<file path="src/rtl/reg_bank_dump_ctrl_if.sv">
// -----------------------------------------------------------------------------
// reg_bank_dump_ctrl_if
// Groups the two buses owned by the register-bank dump controller:
//   - bank read port A : read_reg (address out), read_data (word back, one
//                        cycle after the address is presented)
//   - byte stream      : tx_data / tx_valid (towards the debug UART TX),
//                        tx_ready (sink accepts the byte this cycle)
// Modports:
//   master : the dump controller (drives address and stream)
//   slave  : the bank / stream sink side
// -----------------------------------------------------------------------------
interface reg_bank_dump_ctrl_if #(
  parameter int NB_DATA = 32,
  parameter int NB_ADDR = 5,
  parameter int NB_BYTE = 8
);

  logic [NB_ADDR-1:0] read_reg;
  logic [NB_DATA-1:0] read_data;
  logic [NB_BYTE-1:0] tx_data;
  logic               tx_valid;
  logic               tx_ready;

  modport master (
    output read_reg,
    input  read_data,
    output tx_data,
    output tx_valid,
    input  tx_ready
  );

  modport slave (
    input  read_reg,
    output read_data,
    input  tx_data,
    input  tx_valid,
    output tx_ready
  );

endinterface

</file>
<file path="src/rtl/reg_bank_dump_ctrl.sv">
// -----------------------------------------------------------------------------
// reg_bank_dump_ctrl
// Debug-side controller that borrows read port A of the register bank while
// the pipeline is halted, reads every register 0..BANK_DEPTH-1 and serializes
// each word MSB-byte-first onto a valid/ready byte stream.
// While idle, port A is handed straight through to the pipeline's decode
// address so the bank behaves as if this block were not there.
//
// Ports:
//   i_clock          system clock, rising edge
//   i_reset          synchronous, active-high reset
//   i_start          dump request, looked at only while idle
//   i_halted         pipeline halted; a dump starts/continues only while high
//   i_pipe_read_reg  pipeline read-A address (passed through while idle)
//   bus (master)     read_reg / read_data to the bank, tx_data / tx_valid /
//                    tx_ready byte stream
//   o_busy           high in every state except idle
//   o_done           one-cycle pulse after a complete dump
// -----------------------------------------------------------------------------
module reg_bank_dump_ctrl #(
  parameter int NB_DATA    = 32,
  parameter int NB_ADDR    = 5,
  parameter int BANK_DEPTH = 32,
  parameter int NB_BYTE    = 8
) (
  input  logic                   i_clock,
  input  logic                   i_reset,
  input  logic                   i_start,
  input  logic                   i_halted,
  input  logic [NB_ADDR-1:0]     i_pipe_read_reg,
  reg_bank_dump_ctrl_if.master   bus,
  output logic                   o_busy,
  output logic                   o_done
);

  localparam int NUM_BYTES = NB_DATA / NB_BYTE;
  localparam int NB_CNT    = (NUM_BYTES > 1) ? $clog2(NUM_BYTES) : 1;

  localparam logic [NB_CNT-1:0]  LAST_BYTE = NB_CNT'(NUM_BYTES - 1);
  localparam logic [NB_ADDR-1:0] LAST_IDX  = NB_ADDR'(BANK_DEPTH - 1);
  localparam logic [NB_CNT-1:0]  CNT_ONE   = NB_CNT'(1);
  localparam logic [NB_ADDR-1:0] IDX_ONE   = NB_ADDR'(1);

  typedef enum logic [2:0] {
    ST_IDLE    = 3'd0,
    ST_ADDR    = 3'd1,
    ST_CAPTURE = 3'd2,
    ST_SEND    = 3'd3,
    ST_DONE    = 3'd4
  } state_t;

  state_t               state_r;
  state_t               next_state_s;
  logic [NB_ADDR-1:0]   idx_r;
  logic [NB_CNT-1:0]    byte_cnt_r;
  logic [NB_DATA-1:0]   shift_r;
  logic                 tx_valid_r;
  logic                 busy_r;
  logic                 done_r;
  logic                 accept_s;
  logic                 last_byte_s;
  logic                 last_word_s;

  // Next-state logic; a word boundary is the only place a dump may end early.
  always_comb begin
    next_state_s = state_r;
    accept_s     = 1'b0;
    last_byte_s  = (byte_cnt_r == LAST_BYTE);
    last_word_s  = (idx_r == LAST_IDX);
    case (state_r)
      ST_IDLE: begin
        if (i_start && i_halted) begin
          next_state_s = ST_ADDR;
        end else begin
          next_state_s = ST_IDLE;
        end
      end
      ST_ADDR: begin
        next_state_s = ST_CAPTURE;
      end
      ST_CAPTURE: begin
        next_state_s = ST_SEND;
      end
      ST_SEND: begin
        accept_s = bus.tx_ready;
        if (bus.tx_ready && last_byte_s) begin
          if (last_word_s) begin
            next_state_s = ST_DONE;
          end else if (i_halted) begin
            next_state_s = ST_ADDR;
          end else begin
            next_state_s = ST_IDLE;
          end
        end else begin
          next_state_s = ST_SEND;
        end
      end
      ST_DONE: begin
        next_state_s = ST_IDLE;
      end
      default: begin
        next_state_s = ST_IDLE;
      end
    endcase
  end

  // Port-A address mux: pipeline address passes through combinationally in idle.
  always_comb begin
    bus.read_reg = idx_r;
    if (state_r == ST_IDLE) begin
      bus.read_reg = i_pipe_read_reg;
    end else begin
      bus.read_reg = idx_r;
    end
  end

  // State register plus status flags registered from the upcoming state.
  always_ff @(posedge i_clock) begin
    if (i_reset) begin
      state_r    <= ST_IDLE;
      tx_valid_r <= 1'b0;
      busy_r     <= 1'b0;
      done_r     <= 1'b0;
    end else begin
      state_r    <= next_state_s;
      tx_valid_r <= (next_state_s == ST_SEND);
      busy_r     <= (next_state_s != ST_IDLE);
      done_r     <= (next_state_s == ST_DONE);
    end
  end

  // Datapath: register index, byte counter and output shift register.
  always_ff @(posedge i_clock) begin
    if (i_reset) begin
      idx_r      <= {NB_ADDR{1'b0}};
      byte_cnt_r <= {NB_CNT{1'b0}};
      shift_r    <= {NB_DATA{1'b0}};
    end else begin
      case (state_r)
        ST_IDLE: begin
          if (next_state_s == ST_ADDR) begin
            idx_r <= {NB_ADDR{1'b0}};
          end
        end
        ST_CAPTURE: begin
          // Bank data is valid here: the address went out in ADDR.
          shift_r    <= bus.read_data;
          byte_cnt_r <= {NB_CNT{1'b0}};
        end
        ST_SEND: begin
          if (accept_s) begin
            if (!last_byte_s) begin
              shift_r    <= shift_r << NB_BYTE;
              byte_cnt_r <= byte_cnt_r + CNT_ONE;
            end else if (next_state_s == ST_ADDR) begin
              // idx stays at LAST_IDX on the final word, so it never wraps.
              idx_r <= idx_r + IDX_ONE;
            end
          end
        end
        default: begin
        end
      endcase
    end
  end

  // The top byte of the shift register is the byte on offer; it only moves on accept.
  assign bus.tx_data  = shift_r[NB_DATA-1 -: NB_BYTE];
  assign bus.tx_valid = tx_valid_r;
  assign o_busy       = busy_r;
  assign o_done       = done_r;

endmodule

</file>
<file path="src/flat_wrapper.sv">
// flat-port wrapper written by rule: the top's interface ports become plain ports
module reg_bank_dump_ctrl_flat 
#(
  parameter int NB_DATA    = 32,
  parameter int NB_ADDR    = 5,
  parameter int BANK_DEPTH = 32,
  parameter int NB_BYTE    = 8
)
  (i_clock, i_reset, i_start, i_halted, i_pipe_read_reg, o_busy, o_done, bus_read_reg, bus_read_data, bus_tx_data, bus_tx_valid, bus_tx_ready);
  reg_bank_dump_ctrl_if #(.NB_DATA(NB_DATA), .NB_ADDR(NB_ADDR), .NB_BYTE(NB_BYTE)) bus_i ();
  input  logic i_clock;
  input  logic i_reset;
  input  logic i_start;
  input  logic i_halted;
  input  logic [NB_ADDR-1:0] i_pipe_read_reg;
  output logic o_busy;
  output logic o_done;
  output wire logic [$bits(bus_i.read_reg)-1:0] bus_read_reg;
  input wire logic [$bits(bus_i.read_data)-1:0] bus_read_data;
  output wire logic [$bits(bus_i.tx_data)-1:0] bus_tx_data;
  output wire logic [$bits(bus_i.tx_valid)-1:0] bus_tx_valid;
  input wire logic [$bits(bus_i.tx_ready)-1:0] bus_tx_ready;
  assign bus_read_reg = bus_i.read_reg;
  assign bus_i.read_data = bus_read_data;
  assign bus_tx_data = bus_i.tx_data;
  assign bus_tx_valid = bus_i.tx_valid;
  assign bus_i.tx_ready = bus_tx_ready;
  reg_bank_dump_ctrl #(.NB_DATA(NB_DATA), .NB_ADDR(NB_ADDR), .BANK_DEPTH(BANK_DEPTH), .NB_BYTE(NB_BYTE)) u_core (.i_clock(i_clock), .i_reset(i_reset), .i_start(i_start), .i_halted(i_halted), .i_pipe_read_reg(i_pipe_read_reg), .bus(bus_i), .o_busy(o_busy), .o_done(o_done));
endmodule
</file>
<file path="config.mk">
export PLATFORM = sky130hd
export DESIGN_NAME = reg_bank_dump_ctrl_flat
export DESIGN_NICKNAME = d
export VERILOG_FILES = /design/src/rtl/reg_bank_dump_ctrl_if.sv /design/src/rtl/reg_bank_dump_ctrl.sv /design/src/flat_wrapper.sv
export SDC_FILE = /design/constraint.sdc
export NUM_CORES = 1
export LEC_CHECK = 0
export CORE_MARGIN = 4
export CORE_UTILIZATION = 45
export CTS_CLUSTER_DIAMETER = 150
export CTS_CLUSTER_SIZE = 24
export DETAILED_ROUTE_END_ITERATION = 10
export GPL_TIMING_DRIVEN = 0
export PLACE_DENSITY = 0.78
export SLEW_MARGIN = 10
export SYNTH_ARGS = -nofsm -noshare
export SYNTH_HDL_FRONTEND = slang
export SYNTH_SLANG_ARGS = --single-unit
</file>
<file path="constraint.sdc">
create_clock -name i_clock -period 2.3 [get_ports i_clock]
set_clock_uncertainty 0.05 [all_clocks]
set_input_delay 0.46 -clock i_clock [delete_from_list [all_inputs] [get_ports i_clock]]
set_output_delay 0.46 -clock i_clock [all_outputs]
set_load 0.005 [all_outputs]
</file>
Word-level counts from Yosys, hierarchy flattened. Index checks and enable logic that the tools add are counted.

Add/subtract/negate cells: 2. Multipliers: 0. Div/mod/pow operators: 0. Order comparisons: 0. Equality and inequality tests: 13. Shift-type cells: 0. Muxes and demuxes: 18. Bitwise operators: 0. Reduce and logical (&&, ||, !) cells: 8.

Operators by type and width (number): $mux W32 (2); $pmux W32 S2 (1); $mux W5 (5); $pmux W3 S4 (1); $pmux W5 S2 (1); $eq A3 B2 Y1 const B (3); $eq A3 B1 Y1 const B (2); $mux W3 (2); $ne A2 B1 Y1 const B (3); $add A5 B1 Y5 const B (1); $eq A5 B5 Y1 const B (1); $reduce_and A5 Y1 (1); $mux W2 (2); $ne A2 B2 Y1 const B (2); $pmux W2 S2 (1); $reduce_bool A2 Y1 (2); $eq A3 B3 Y1 const B (1); $logic_not A3 Y1 (1); $mux W1 (3); $reduce_and A3 Y1 (1); $reduce_bool A3 Y1 (1); $add A2 B1 Y2 const B (1); $eq A2 B2 Y1 const B (1); $logic_and A1 B1 Y1 (2).

Bits in registers: 45. Bits in latches: 0. Bits in writable memories: 0. Memory bits (read-only): 0. Input bits: 42. Output and inout bits: 16. Word-level logic and storage cells: 48. Memories: 0.

Depth between registers and ports, before layout. Gate-level depths: netlist (run 1).

Depth in word-level cells: 9. Gate-level depth with buffers: 7. Mapped depth without buffers: 7.

Worst setup path before layout (run 1). OpenSTA, ideal clock, no wires.

Kind: flip-flop to flip-flop. Start: register u_core.idx_r[0]. End: register u_core.idx_r[2]. Setup time: 0.072 ns. Data arrival time: 1.554 ns. Data required time: 2.178 ns. Slack: 0.624 ns. Cell stages (with the launch flop): 8. Path buffers: 0. Period minus slack after synthesis: 1.676 ns. Cells stage by stage: dfxtp_1 -> ha_1 -> and3_1 -> ha_1 -> nor2b_1 -> o21ai_2 -> a211oi_1 -> mux2i_1.

Word-level cells in the longest chain between the ends: 7. Elaborated cells between the ends (all ways): 13. Classes of those cells: add/sub: 1; eq/ne: 4; mux: 7; reduce/logical: 1.

RTL lines: start, declared (RTL line reg_bank_dump_ctrl.sv:54) `logic [NB_ADDR-1:0] idx_r;`; start signal, assigned (RTL line reg_bank_dump_ctrl.sv:135) `idx_r <= {NB_ADDR{1'b0}};`; start signal, assigned (RTL line reg_bank_dump_ctrl.sv:142) `idx_r <= {NB_ADDR{1'b0}};`; start signal, assigned (RTL line reg_bank_dump_ctrl.sv:157) `idx_r <= idx_r + IDX_ONE;`; $eq A5 B5 Y1 (RTL line reg_bank_dump_ctrl.sv:69) `last_word_s = (idx_r == LAST_IDX);`; $mux W3 (RTL line reg_bank_dump_ctrl.sv:87) `if (last_word_s) begin`; $mux W3 (RTL line reg_bank_dump_ctrl.sv:86) `if (bus.tx_ready && last_byte_s) begin`; $pmux W3 S4 (RTL line reg_bank_dump_ctrl.sv:70) `case (state_r)`; $eq A3 B1 Y1 (RTL line reg_bank_dump_ctrl.sv:141, reg_bank_dump_ctrl.sv:155); $ne A2 B2 Y1 (no source line) or $ne A2 B1 Y1 (tied branches); $reduce_and A5 Y1 (no source line).

Several ways; a longest one is shown, not always the timed one. The select of a mux whose other input is x is not followed. A chain may end at the register's enable or synchronous reset.

Worst setup path after layout (run 1).
Start: register u_core.state_r[0]. End: output port bus_read_reg[2].

Word-level cells in the longest chain between the ends: 2.

RTL lines: start, declared (RTL line reg_bank_dump_ctrl.sv:52) `state_t state_r;`; start signal, assigned (RTL line reg_bank_dump_ctrl.sv:125) `state_r <= next_state_s;`; $logic_not A3 Y1 (RTL line reg_bank_dump_ctrl.sv:110) `if (state_r == ST_IDLE) begin`; $mux W5 (RTL line reg_bank_dump_ctrl.sv:110); end, declared (RTL line flat_wrapper.sv:18) `output wire logic [$bits(bus_i.read_reg)-1:0] bus_read_reg;`.

Every way passes these cells.

==> results of run 1 <==
## timing repair
item                       4_1_cts  5_1_grt
resized for setup                2        0
hold buffers                     0        0
setup endpoints to repair        5        5
pin swaps                        1        1
## metal layers
metal  GRT usage  wire, microns  vias to the layer above
met5           0              0                        -
met4      0.0543             77                        0
met2       0.301           2370                       62
met3      0.0449            320                        6
li1            -              -                     1005
met1       0.235           2390                      907
## worst reg2reg max path: cells and delay by family, from the launching register on
| family | cells | cell delay [ns] |
|---|---|---|
| flops | 1 | 0.36 |
| simple gates | 2 | 0.32 |
| mux | 1 | 0.21 |
| compound gates | 2 | 0.43 |
| fa+ha+maj | 2 | 0.42 |
## cells in the mapped netlist
cell type,n
buf_6,3
nand4b_1,1
o21ai_0,2
buf_4,9
a311oi_1,24
nand2_1,30
clkbuf_1,5
nand3_2,1
nand2_2,1
a22oi_1,8
and2_4,1
o21ai_2,1
a31oi_1,1
and3_1,1
nand3_1,26
nor4_1,3
mux2_2,5
o21a_4,1
a21oi_2,1
o31ai_1,3
inv_1,4
and4_1,1
mux2i_1,2
buf_2,10
ha_1,3
nor3_1,1
o2111ai_1,3
a21oi_1,2
nand2b_1,4
or3_1,2
nor3_4,1
dfxtp_1,45
nor2b_1,3
nor2_1,36
a211oi_1,2
## cell type report
class / instances / area (sq um) / area share
Clock buffer: 6 / 82.6 / 0.0291
Inverter: 4 / 15.0 / 0.00529
Tap cell: 52 / 65.1 / 0.0229
Clock inverter: 2 / 13.8 / 0.00485
Sequential cell: 45 / 903 / 0.318
Buffer: 27 / 170 / 0.0599
Multi-Input combinational cell: 170 / 1030 / 0.363
Timing Repair Buffer: 56 / 561 / 0.197
## path summary, 6_finish.rpt
kind | startpoint | end | slack [ns]
max | u_core.state_r[0] | bus_read_reg[2] | -0.04
min | u_core.byte_cnt_r[1] | u_core.byte_cnt_r[1] | 0.42
max reg2reg | u_core.idx_r[0] | u_core.idx_r[3] | 0.45
min reg2reg | u_core.byte_cnt_r[1] | u_core.byte_cnt_r[1] | 0.42
## kinds of logic after synthesis
family | count (synthesis)
flip-flops | 45
AND/OR/NAND/NOR | 112
adder cells (fa/ha/maj) | 3
buffers and inverters | 31
AO/OA/AOI/OAI | 48
multiplexers | 7
## power groups by stage
| stage | clock network [mW] | registers (mW) | logic, mW |
|---|---|---|---|
| global placement | 0 | 0.881 | 0.375 |
| CTS | 0.516 | 0.866 | 0.384 |
| finish | 0.508 | 0.866 | 0.382 |
| global route | 0.543 | 0.873 | 0.424 |
| floorplan | 0 | 0.875 | 0.216 |
| detailed placement | 0 | 0.883 | 0.381 |
## registers in the layout (all words and copies together) (netlist names)
name / cells
u_core.idx_r: 5
u_core.byte_cnt_r: 2
u_core.o_busy: 1
u_core.o_done: 1
u_core.shift_r: 32
u_core.bus.tx_valid: 1
u_core.state_r: 3
## through the flow
stage	TNS (ns)	power [mW]	worst slack [ns]	hold slack (ns)
floorplan	0	1.09	0.624	0.386
global placement	0	1.26	0.217	0.393
detailed placement	0	1.26	0.219	0.406
CTS	-0.301	1.77	-0.0687	0.418
global route	-0.581	1.84	-0.124	0.444
finish	-0.176	1.76	-0.0419	0.416
==> results.py, run 1 <==
metrics = {
    "power": {
        "switching_share": 0.268,
        "p_leak_nw": 1.06,
        "p_sw_uw": 470,
        "p_clk_frac": 0.289,
        "p_int_mw": 1.29,
        "ir_drop_v": 0.000314,
        "power_frac_seq": 0.493,
        "power_frac_comb": 0.218,
        "p_per_area_nw_per_um2": 618,
    },
    "detailed_routing": {
        "first_iter_violations": 163,
        "routed_wirelength_mm": 5.16,
        "drt_first_pass_iters": 5,
        "vias": 1980,
        "drc": 0,
        "avgViaCountPerCell": 5.47,
        "postRouteAntennaNets": 0,
        "routedWlPerCell_microns": 14.3,
    },
    "timing": {
        "rsz0062_at_grt": "yes",
        "drv_slew": 0,
        "min_period_over_period": 1.02,
        "worstMarginPinSlew_ns": 0.603,
        "relSlewSlack": 0.596,
        "layout_setup_ws_ns": -0.0419,
        "min_period_ns": 2.34,
        "setup_violations": 5,
        "fmax_ghz": 0.427,
        "hold_viol_final": 0,
    },
    "clock_tree": {
        "post-cts-setup-buffers": 0,
        "cts.path.max_buffers": 2,
        "cts_buffers": 5,
        "clock_sink_count": 45,
        "clkTransAtPathRegs_ns": 0.08,
        "cts_root_buffer": "clkbuf_8",
        "clock_latency_ns": 0.29,
        "cts_tree": "done",
        "htreeDepth": 2,
    },
    "placed_design": {
        "io_buffers": 56,
        "gp_congestion": 0.783,
        "placed_cell_area_sq_um": 2740,
        "place_hpwl_mm": 3.80,
        "placed_cells": 354,
    },
    "critical_path": {
        "worstPathRequired_ns": 1.79,
        "ff2ff_path_depth": 7,
        "startpoint_type": "flop",
        "path_depth": 3,
        "critPathMaxStageDelay_ns": 0.45,
        "cp_max_fo": 7,
        "timing.critical_path.slowest_stage_cell": "clkdlybuf4s50_1",
        "worstSetupPathType": "reg2out",
        "crit_buf_inv": 1,
        "end_kind": "output port",
        "worstPathArrival_ns": 1.83,
        "cp_top_family": "buffers and inverters",
        "worstPathCellList": "nor3_4 > mux2_2 > clkdlybuf4s50_1",
    },
    "worst_hold_path": {
        "hold_path_depth": 2,
        "hold_class": "reg2reg",
    },
    "cells_and_area": {
        "final_util": 0.639,
        "final-instance-count-excl-fill": 362,
        "nFillCells": 375,
        "layout_common_cells": "clkdlybuf4s50_1 (56), dfxtp_1 (43), nor2_1 (36)",
        "final_common_cell": "clkdlybuf4s50_1",
        "area.growth.synth_to_final_pct": 34.2,
        "finalInstanceArea_sq_um": 2840,
        "drive_above_1_share": 0.142,
        "final_nets": 354,
        "antenna_cells": 0,
    },
    "run_status": {
        "violations": "negative setup slack",
        "status": "complete, but fails checks",
    },
    "global_routing": {
        "grtUsageTotal": 0.182,
        "grt-ovfl-total": 0,
        "grt_max_degree": 15,
        "grt_pass1_wl_mm": 8.80,
        "grt_pass1_vias": 1900,
        "antenna_found_initial": 0,
    },
    "synth": {
        "ys_ff_latch": 45,
        "synth_top_area_frac": 0.426,
        "synthCells": 246,
        "synth_top_family_by_area": "simple AND/OR/NAND/NOR gates",
        "synth_nets": 291,
        "yosysTopAreaCell": "dfxtp_1",
        "ys_types": 35,
        "yosysWarnings": 0,
        "yosys.area_share.simple": 0.247,
        "synth_compound_area_frac": 0.186,
        "synth_area_per_cell_sq_um": 8.60,
        "syn_area_sq_um": 2120,
        "synth-xor-area-share": 0,
        "seq_area_frac_synth": 0.426,
        "synthAdderAreaFrac": 0.0177,
        "synth.area.top_cells": "dfxtp_1 (43%), a311oi_1 (9.9%), nor2_1 (6.4%), nand3_1 (6.2%), nand2_1 (5.3%)",
        "synth.area.mux_share": 0.0361,
    },
    "flow_run": {
        "max_cap_violations": 0,
    },
    "floorplan": {
        "start_util": 0.476,
        "die_h_microns": 76.6,
        "die-area_sq_um": 5860,
        "core-area_sq_um": 4440,
        "pin_count": 58,
        "die_x_microns": 76.6,
        "rows": 24,
    },
}
No activity file was read; power rests on OpenSTA's default activity.
==> run 2: changes to the inputs <==
- CORE_UTILIZATION: 45 -> 38
- CTS_BUF_LIST: unset -> sky130_fd_sc_hd__clkbuf_16
- PLACE_DENSITY: 0.78 -> 0.69
==> results.py, run 2 (synthesized netlist as in run 1, its figures left out) <==
metrics = {
    "global_routing": {
        "grt_max_degree": 14,
        "grt-ovfl-total": 0,
        "grtUsageTotal": 0.170,
        "antenna_found_initial": 0,
        "grt_pass1_vias": 1882,
        "grt_pass1_wl_mm": 8.90,
    },
    "flow_run": {
        "max_cap_violations": 0,
    },
    "critical_path": {
        "cp_max_fo": 6,
        "end_kind": "output port",
        "worstSetupPathType": "reg2out",
        "path_depth": 4,
        "worstPathRequired_ns": 1.79,
        "worstPathCellList": "nor3_4 > buf_6 > mux2_2 > clkdlybuf4s50_1",
        "crit_buf_inv": 2,
        "timing.critical_path.slowest_stage_cell": "clkdlybuf4s50_1",
        "worstPathArrival_ns": 1.76,
        "critPathMaxStageDelay_ns": 0.44,
        "cp_top_family": "buffers and inverters",
        "ff2ff_path_depth": 7,
        "startpoint_type": "flop",
    },
    "floorplan": {
        "die_x_microns": 82.6,
        "die-area_sq_um": 6830,
        "pin_count": 58,
        "start_util": 0.404,
        "die_h_microns": 82.6,
        "core-area_sq_um": 5240,
        "rows": 26,
    },
    "placed_design": {
        "place_hpwl_mm": 3.92,
        "placed_cell_area_sq_um": 2760,
        "io_buffers": 56,
        "pre_cts_slack_ns": 0.178,
        "gp_congestion": 0.776,
    },
    "cells_and_area": {
        "nFillCells": 479,
        "top_regs": "u_core.shift_r: 32 flops, u_core.idx_r: 5 flops, u_core.state_r: 3 flops",
        "drive_above_1_share": 0.144,
        "finalInstanceArea_sq_um": 2970,
        "final_util": 0.567,
        "largest_reg_flops": 32,
        "layout_common_cells": "clkdlybuf4s50_1 (52), dfxtp_1 (43), nor2_1 (36)",
        "regMostFlops": "u_core.shift_r",
        "area.growth.synth_to_final_pct": 40.4,
        "antenna_cells": 0,
        "final_nets": 357,
        "final_common_cell": "clkdlybuf4s50_1",
    },
    "timing": {
        "min_period_over_period": 0.986,
        "setup_violations": 0,
        "fmax_ghz": 0.441,
        "worstMarginPinSlew_ns": 0.632,
        "holdWs_ns": 0.412,
        "hold_viol_final": 0,
        "layout_setup_ws_ns": 0.0322,
        "drv_slew": 0,
        "min_period_ns": 2.27,
        "relSlewSlack": 0.577,
    },
    "clock_tree": {
        "htreeDepth": 2,
        "clock_latency_ns": 0.28,
        "cts.path.max_buffers": 2,
        "clock_sink_count": 45,
        "cts_tree": "done",
        "cts_buffers": 5,
        "cts_root_buffer": "clkbuf_16",
        "clkTransAtPathRegs_ns": 0.06,
    },
    "worst_hold_path": {
        "hold_path_depth": 2,
        "hold_class": "reg2reg",
    },
    "detailed_routing": {
        "first_iter_violations": 143,
        "routed_wirelength_mm": 5.45,
        "postRouteAntennaNets": 0,
        "vias": 1986,
        "drt_first_pass_iters": 4,
        "drc": 0,
        "routedWlPerCell_microns": 14.2,
        "avgViaCountPerCell": 5.19,
    },
    "power": {
        "ir_drop_v": 0.000471,
        "p_total_mw": 2.04,
        "p_leak_nw": 1.16,
        "p_per_area_nw_per_um2": 688,
    },
    "run_status": {
        "status": "finished clean",
    },
}
## run 2: changes by cell type in the layout (fill, tap and decap cells not counted), moves of 2 or more
cell / change
buf_4: +2
clkbuf_16: +5
clkbuf_8: -6
clkdlybuf4s50_1: -4
dlymetal6s2s_1: +4
## run 2: cell type report
| cell class | instances | area (sq um) | area share |
|---|---|---|---|
| Inverter | 4 | 15.0 | 0.00505 |
| Clock buffer | 5 | 125 | 0.0421 |
| Buffer | 27 | 170 | 0.0573 |
| Timing Repair Buffer | 59 | 597 | 0.201 |
| Multi-Input combinational cell | 170 | 1030 | 0.348 |
| Clock inverter | 3 | 37.5 | 0.0126 |
| Sequential cell | 45 | 906 | 0.305 |
| Tap cell | 70 | 87.6 | 0.0295 |
## run 2: worst paths after layout
| kind | start | endpoint | slack [ns] |
|---|---|---|---|
| setup / recovery | u_core.state_r[2] | bus_read_reg[2] | 0.03 |
| hold / removal | u_core.byte_cnt_r[1] | u_core.byte_cnt_r[1] | 0.41 |
| setup reg to reg | u_core.idx_r[0] | u_core.idx_r[3] | 0.43 |
| hold reg to reg | u_core.byte_cnt_r[1] | u_core.byte_cnt_r[1] | 0.41 |
## run 2: timing repair
item	4_1_cts	5_1_grt
setup buffers	1	2
setup endpoints to repair	5	5
hold buffers	0	0
pin swaps	1	1
resized for setup	1	8
## run 2: layer usage
metal / wire length (microns) / GRT usage
met5: 0 / 0
met4: 67 / 0.0490
met3: 368 / 0.0358
met2: 2560 / 0.280
met1: 2450 / 0.224
## run 2: per-stage QoR
step | TNS, ns | instances
3_3_place_gp | 0 | 372
5_1_grt | -0.0278 | 383
4_1_cts | -0.0936 | 381
6_report | 0 | 383
3_5_place_dp | 0 | 372
2_1_floorplan | 0 | 246
## run 2: worst reg2reg max path, stage by stage (launching register included)
cell	delay, ns
dfxtp_1	0.34
ha_1	0.22
and3_1	0.20
ha_1	0.21
nor2b_1	0.14
o21ai_2	0.12
a211oi_1	0.31
mux2i_1	0.21
## run 2: power by group
group / total [mW] / internal (mW) / switching, mW
logic: 0.396 / 0.217 / 0.179
registers: 0.866 / 0.833 / 0.0326
clock network: 0.783 / 0.504 / 0.279
